## config.mk

```make
export PLATFORM = sky130hd
export DESIGN_NAME = dmem_arbiter_flat
export DESIGN_NICKNAME = d
export VERILOG_FILES = /design/src/rtl/dmem_arbiter_pkg.sv /design/src/rtl/dmem_arbiter_if.sv /design/src/rtl/dmem_arbiter_rr_arb2.sv /design/src/rtl/dmem_arbiter.sv /design/src/flat_wrapper.sv
export SDC_FILE = /design/constraint.sdc
export NUM_CORES = 1
export LEC_CHECK = 0
export CAP_MARGIN = 20
export CORE_MARGIN = 3
export CORE_UTILIZATION = 45
export CTS_CLUSTER_SIZE = 30
export DETAILED_ROUTE_END_ITERATION = 7
export GPL_ROUTABILITY_DRIVEN = 1
export GPL_TIMING_DRIVEN = 1
export MAX_ROUTING_LAYER = met4
export PLACE_DENSITY_LB_ADDON = 0.12
export SLEW_MARGIN = 10
export SYNTH_ARGS = -nofsm -noshare
export SYNTH_HDL_FRONTEND = slang
export SYNTH_SLANG_ARGS = --single-unit
```

## constraint.sdc

```tcl
create_clock -name clk_i -period 4.6 [get_ports clk_i]
set_input_delay 0.69 -clock clk_i [delete_from_list [all_inputs] [get_ports clk_i]]
set_output_delay 0.69 -clock clk_i [all_outputs]
set_load 0.005 [all_outputs]
```

## src/rtl/dmem_arbiter_pkg.sv

```systemverilog
// rtl/dmem_arbiter_pkg.sv - shared constants and types for the data-memory arbiter
package dmem_arbiter_pkg;

  typedef enum logic [1:0] {
    DARB_IDLE   = 2'd0,
    DARB_ACCESS = 2'd1,
    DARB_TURN   = 2'd2
  } darb_state_e;

  localparam int DARB_PORT_CPU = 0;
  localparam int DARB_PORT_DBG = 1;
  localparam int DARB_WAIT_W   = 4;

endpackage

```

## src/rtl/dmem_arbiter_if.sv

```systemverilog
// rtl/dmem_arbiter_if.sv - requester and memory-side signal bundle for dmem_arbiter
interface dmem_arbiter_if #(
  parameter int ADDR_W = 8,
  parameter int DATA_W = 8
) ();

  logic [1:0]        req;
  logic [1:0]        we;
  logic [ADDR_W-1:0] addr0;
  logic [ADDR_W-1:0] addr1;
  logic [DATA_W-1:0] wdata0;
  logic [DATA_W-1:0] wdata1;
  logic [1:0]        done;
  logic [DATA_W-1:0] rdata0;
  logic [DATA_W-1:0] rdata1;
  logic              busy;
  logic [ADDR_W-1:0] mem_addr;
  logic              mem_we;
  logic [DATA_W-1:0] mem_wdata;
  logic [DATA_W-1:0] mem_rdata;

  modport slave (
    input  req, we, addr0, addr1, wdata0, wdata1, mem_rdata,
    output done, rdata0, rdata1, busy, mem_addr, mem_we, mem_wdata
  );

  modport master (
    output req, we, addr0, addr1, wdata0, wdata1, mem_rdata,
    input  done, rdata0, rdata1, busy, mem_addr, mem_we, mem_wdata
  );

endinterface

```

## src/rtl/dmem_arbiter_rr_arb2.sv

```systemverilog
// rtl/dmem_arbiter_rr_arb2.sv - two-input round-robin pick with last-grant flop
module dmem_arbiter_rr_arb2
  import dmem_arbiter_pkg::*;
(
  input  logic       clk_i,
  input  logic       rst_ni,
  input  logic [1:0] req_i,
  input  logic       update_i,
  output logic       gnt_o
);

  logic last_gnt_q, last_gnt_d;

  always_comb begin
    gnt_o = last_gnt_q;
    case (req_i)
      2'b01:   gnt_o = 1'(DARB_PORT_CPU);
      2'b10:   gnt_o = 1'(DARB_PORT_DBG);
      2'b11:   gnt_o = ~last_gnt_q;
      default: gnt_o = last_gnt_q;
    endcase
    last_gnt_d = update_i ? gnt_o : last_gnt_q;
  end

  // Reset to the debug port so the CPU wins the first conflict.
  always_ff @(posedge clk_i or negedge rst_ni) begin
    if (!rst_ni) last_gnt_q <= 1'(DARB_PORT_DBG);
    else         last_gnt_q <= last_gnt_d;
  end

endmodule

```

## src/rtl/dmem_arbiter.sv

```systemverilog
// rtl/dmem_arbiter.sv - shares one data-memory port between CPU and debug requesters
module dmem_arbiter
  import dmem_arbiter_pkg::*;
#(
  parameter int ADDR_W      = 8,
  parameter int DATA_W      = 8,
  parameter int WAIT_CYCLES = 0
) (
  input  logic          clk_i,
  input  logic          rst_ni,
  dmem_arbiter_if.slave bus
);

  localparam logic [DARB_WAIT_W-1:0] WAIT_LD = DARB_WAIT_W'(WAIT_CYCLES);

  darb_state_e             state_q, state_d;
  logic [DARB_WAIT_W-1:0]  wait_q, wait_d;
  logic                    gnt_q, gnt_d;
  logic [ADDR_W-1:0]       mem_addr_q, mem_addr_d;
  logic [DATA_W-1:0]       mem_wdata_q, mem_wdata_d;
  logic                    mem_we_q, mem_we_d;
  logic [1:0]              done_q, done_d;
  logic [DATA_W-1:0]       rdata0_q, rdata0_d;
  logic [DATA_W-1:0]       rdata1_q, rdata1_d;
  logic                    arb_gnt;
  logic                    arb_update;

  assign arb_update = (state_q == DARB_IDLE) && (|bus.req);

  dmem_arbiter_rr_arb2 u_rr (
    .clk_i    (clk_i),
    .rst_ni   (rst_ni),
    .req_i    (bus.req),
    .update_i (arb_update),
    .gnt_o    (arb_gnt)
  );

  always_comb begin
    state_d     = state_q;
    wait_d      = wait_q;
    gnt_d       = gnt_q;
    mem_addr_d  = mem_addr_q;
    mem_wdata_d = mem_wdata_q;
    mem_we_d    = mem_we_q;
    done_d      = '0;
    rdata0_d    = rdata0_q;
    rdata1_d    = rdata1_q;
    case (state_q)
      DARB_IDLE: begin
        if (|bus.req) begin
          gnt_d       = arb_gnt;
          mem_we_d    = bus.we[arb_gnt];
          mem_addr_d  = arb_gnt ? bus.addr1 : bus.addr0;
          mem_wdata_d = arb_gnt ? bus.wdata1 : bus.wdata0;
          wait_d      = WAIT_LD;
          state_d     = DARB_ACCESS;
        end
      end
      DARB_ACCESS: begin
        if (wait_q == '0) begin
          if (!mem_we_q) begin
            if (gnt_q) rdata1_d = bus.mem_rdata;
            else       rdata0_d = bus.mem_rdata;
          end
          done_d[gnt_q] = 1'b1;
          mem_we_d      = 1'b0;
          state_d       = DARB_TURN;
        end else begin
          wait_d = wait_q - 1'b1;
        end
      end
      // Turnaround: write enable already low, address held, requests ignored.
      DARB_TURN: state_d = DARB_IDLE;
      default:   state_d = DARB_IDLE;
    endcase
  end

  always_ff @(posedge clk_i or negedge rst_ni) begin
    if (!rst_ni) begin
      state_q     <= DARB_IDLE;
      wait_q      <= '0;
      gnt_q       <= 1'b0;
      mem_addr_q  <= '0;
      mem_wdata_q <= '0;
      mem_we_q    <= 1'b0;
      done_q      <= '0;
      rdata0_q    <= '0;
      rdata1_q    <= '0;
    end else begin
      state_q     <= state_d;
      wait_q      <= wait_d;
      gnt_q       <= gnt_d;
      mem_addr_q  <= mem_addr_d;
      mem_wdata_q <= mem_wdata_d;
      mem_we_q    <= mem_we_d;
      done_q      <= done_d;
      rdata0_q    <= rdata0_d;
      rdata1_q    <= rdata1_d;
    end
  end

  assign bus.done      = done_q;
  assign bus.rdata0    = rdata0_q;
  assign bus.rdata1    = rdata1_q;
  assign bus.busy      = (state_q != DARB_IDLE);
  assign bus.mem_addr  = mem_addr_q;
  assign bus.mem_we    = mem_we_q;
  assign bus.mem_wdata = mem_wdata_q;

endmodule
```

## src/flat_wrapper.sv

```systemverilog
// flat-port wrapper written by rule: the top's interface ports become plain ports
module dmem_arbiter_flat import dmem_arbiter_pkg::*;
#(
  parameter int ADDR_W      = 8,
  parameter int DATA_W      = 8,
  parameter int WAIT_CYCLES = 0
)
  (clk_i, rst_ni, bus_req, bus_we, bus_addr0, bus_addr1, bus_wdata0, bus_wdata1, bus_mem_rdata, bus_done, bus_rdata0, bus_rdata1, bus_busy, bus_mem_addr, bus_mem_we, bus_mem_wdata);
  dmem_arbiter_if #(.ADDR_W(ADDR_W), .DATA_W(DATA_W)) bus_i ();
  input  logic clk_i;
  input  logic rst_ni;
  input wire logic [$bits(bus_i.req)-1:0] bus_req;
  input wire logic [$bits(bus_i.we)-1:0] bus_we;
  input wire logic [$bits(bus_i.addr0)-1:0] bus_addr0;
  input wire logic [$bits(bus_i.addr1)-1:0] bus_addr1;
  input wire logic [$bits(bus_i.wdata0)-1:0] bus_wdata0;
  input wire logic [$bits(bus_i.wdata1)-1:0] bus_wdata1;
  input wire logic [$bits(bus_i.mem_rdata)-1:0] bus_mem_rdata;
  output wire logic [$bits(bus_i.done)-1:0] bus_done;
  output wire logic [$bits(bus_i.rdata0)-1:0] bus_rdata0;
  output wire logic [$bits(bus_i.rdata1)-1:0] bus_rdata1;
  output wire logic [$bits(bus_i.busy)-1:0] bus_busy;
  output wire logic [$bits(bus_i.mem_addr)-1:0] bus_mem_addr;
  output wire logic [$bits(bus_i.mem_we)-1:0] bus_mem_we;
  output wire logic [$bits(bus_i.mem_wdata)-1:0] bus_mem_wdata;
  assign bus_i.req = bus_req;
  assign bus_i.we = bus_we;
  assign bus_i.addr0 = bus_addr0;
  assign bus_i.addr1 = bus_addr1;
  assign bus_i.wdata0 = bus_wdata0;
  assign bus_i.wdata1 = bus_wdata1;
  assign bus_i.mem_rdata = bus_mem_rdata;
  assign bus_done = bus_i.done;
  assign bus_rdata0 = bus_i.rdata0;
  assign bus_rdata1 = bus_i.rdata1;
  assign bus_busy = bus_i.busy;
  assign bus_mem_addr = bus_i.mem_addr;
  assign bus_mem_we = bus_i.mem_we;
  assign bus_mem_wdata = bus_i.mem_wdata;
  dmem_arbiter #(.ADDR_W(ADDR_W), .DATA_W(DATA_W), .WAIT_CYCLES(WAIT_CYCLES)) u_core (.clk_i(clk_i), .rst_ni(rst_ni), .bus(bus_i));
endmodule
```

==> results.toml <==
[timing]
slew_headroom_pct = 38.7
maxSlewViolCount = 0
setup_viol = 0
setup-tns-final_ns = 0
fmax_mhz = 466
tightest_slew_ns = 0.920
fin_worst_skew_ns = 0.00133
rsz0062_at_grt = "no"
layout_min_cycle_time_ns = 2.15
post-route-period-util_pct = 46.7
final_hold_viol_count = 0

[cts]
clock_sinks = 43
tritoncts = "yes"
ctsRootBufferMaster = "clkbuf_8"
insertion_delay_ns = 0.28
cts_buffer_depth = 2
clk_pin_slew_ns = 0.07
cts_setup_buffers = 0
numCtsBuffers = 5
hold_buffers = 0
htreeDepth = 2
cts_resized = 0

[floorplan]
core_area_mm2 = 0.00380
initial_core_util_pct = 48.6
dieArea_mm2 = 0.00491
dieWidth_um = 70.1
io_pins = 82
rows = 22
die_y_um = 70.1

[worst_setup_path]
end_kind = "output port"
crit_fanout = 2
r2r_cells = 5
crit_type = "flip-flop to output port"
crit_arrival_ns = 1.46
critPathMaxStageDelay_ns = 0.47
critPathSlowestCell = "clkdlybuf4s50_1"
regToRegStartpoint = "u_core.wait_q[0]$_DFFE_PN0P_"
reg2reg_slack_ns = 2.74
reg2reg_to = "u_core.bus.rdata0[0]$_DFFE_PN0P_"
crit_buf_inv = 1
critPathLaunchType = "flip-flop"
crit_chain = "or2_2 > clkdlybuf4s50_1"
cp.required_ns = 3.91
crit_family = "buffers and inverters"

[global_routing]
grt_pass1_wl_um = 6890
grt_overflow_total = 0
antenna_found_initial = 0
grtUsageTotal_pct = 18.0
grt_pass1_vias = 1458
grt_max_degree = 44

[yosys]
yosys.area.top_type = "dfrtp_1"
yosys-top-cells-count = "dfrtp_1 (42), o21ai_0 (22), nand2_1 (21), mux2i_1 (18)"
synth_seq_cells = 43
synthesis.area_per_instance_um2 = 12.4
synth_area_leaders = "dfrtp_1 (57%), mux2i_1 (9.7%), mux2_4 (6.5%), o21ai_0 (6.0%), mux2_2 (4.9%)"
synthCells = 149
synth_cell_types = 27
synth_fp_nets = 197
syn_area_mm2 = 0.00185
ys_seq_area_share_pct = 58.3
synth_ff_type = "dfrtp_1"
synth-async-reset-ratio_pct = 100
yosysWarnings = 0
yosysMostFrequentCell = "dfrtp_1"
synth_edf_count = 0
synth_top_area_share_pct = 56.9

[job]
drv_cap = 0

[cells_and_area]
antenna_cells = 0
drive_gt1_share_pct = 14.6
fillers = 246
fin_nets = 281
area_growth_pct = 52.7

[placed_design]
port_buffers = 81
place_congestion = 0.771
dp_hpwl_um = 3090

[power]
totalPowerFinal_uw = 1720
ir_drop_uv = 302
power.leakage_uw = 0.00126
p_per_area_mw_per_mm2 = 610

[route]
antenna_left = 0
wl_per_cell_um = 14.2
wl_um = 3990
num_vias = 1389
drt_first_iter_violations = 62
viasPerCell = 4.94
drc = 0
firstDrtPassIters = 4

[hold_path]
hold_path_startpoint = "u_core.bus.mem_addr[6]$_DFFE_PN0P_"
hold_end = "u_core.bus.mem_addr[6]$_DFFE_PN0P_"
whs_path_depth = 2
hp-class = "flip-flop to flip-flop"

[run_status]
status = "finished, final reports clean"
## layer usage
layer	GRT usage, %	up-vias	wire length, um
met5	-	-	0
met3	6.19	5	281
met4	2.55	0	25
met1	21.4	656	1670
li1	-	677	-
met2	30.3	51	2010
## report_power, final
part | internal, uW | leakage [uW] | switching (uW)
Clock | 159 | 0.0000513 | 116
Sequential | 553 | 0.000526 | 95.5
Combinational | 511 | 0.000687 | 286
## registers in the layout (all words and copies together) (netlist names)
signal and cells:
u_core.bus.mem_addr 8, u_core.wait_q 4, u_core.bus.rdata1 8, u_core.gnt_q 1
u_core.bus.done 2, u_core.bus.rdata0 8, u_core.bus.mem_we 1, u_core.bus.mem_wdata 8
u_core.state_q 2, u_core.u_rr.last_gnt_q 1
## stage by stage
step	utilization, %	setup slack, ns	hold slack, ns	cell area [um^2]	instances
CTS	73.9	2.24	0.485	2810	280
finish	74.3	2.45	0.480	2820	281
global placement	70.8	1.99	0.463	2690	272
global route	74.3	2.40	0.510	2820	281
detailed placement	71.2	1.94	0.468	2710	273
floorplan	-	2.92	0.394	1850	149
## worst reg2reg max path, cell delays in order, from the launching register on
cell,delay [ns]
dfrtp_1,0.41
inv_1,0.09
ha_1,0.19
nand3_2,0.11
or3_1,0.56
mux2_4,0.38
## cells by family after synthesis
kind of cell / after synthesis / share of synthesized area, %
multiplexers: 34 / 21.1
adder cells (fa/ha/maj): 2 / 1.35
buffers and inverters: 11 / 2.91
AO/OA/AOI/OAI: 26 / 7.72
flip-flops: 43 / 58.3
AND/OR/NAND/NOR: 33 / 8.60
## worst max path at each step
stage                                   from                                  end  depth (start not counted)
3_3_place_gp                      bus_req[1]   u_core.bus.mem_addr[6]$_DFFE_PN0P_                          4
6_report       u_core.state_q[1]$_DFFE_PN0P_                             bus_busy                          2
2_1_floorplan                     bus_req[1]  u_core.bus.mem_wdata[6]$_DFFE_PN0P_                          5
3_5_place_dp                      bus_req[1]  u_core.bus.mem_wdata[3]$_DFFE_PN0P_                          4
4_1_cts                           bus_req[1]  u_core.bus.mem_wdata[1]$_DFFE_PN0P_                          4
5_1_grt                           bus_req[1]   u_core.bus.mem_addr[1]$_DFFE_PN0P_                          5
## layout by cell type, fill, tap and decap left out, types with 2 or more instances in the layout
master	n
buf_8	2
mux2i_1	18
clkdlybuf4s50_1	80
ha_1	2
clkbuf_8	5
inv_1	4
dfrtp_1	42
nand2_1	21
o21ai_0	21
mux2_2	8
mux2_4	8
nand3_1	3
## final cells by class
type                    instances  area, um^2  area share, %
clock buffers                   6        72.6           2.57
well taps                      48        60.1           2.13
flip-flops and latches         43        1080           38.2
multi-input cells              95         724           25.7
clock inverters                 1        30.0           1.06
repair buffers                 84         843           29.9
inverters                       4        15.0          0.532
Power figures use the tool's default switching activity.
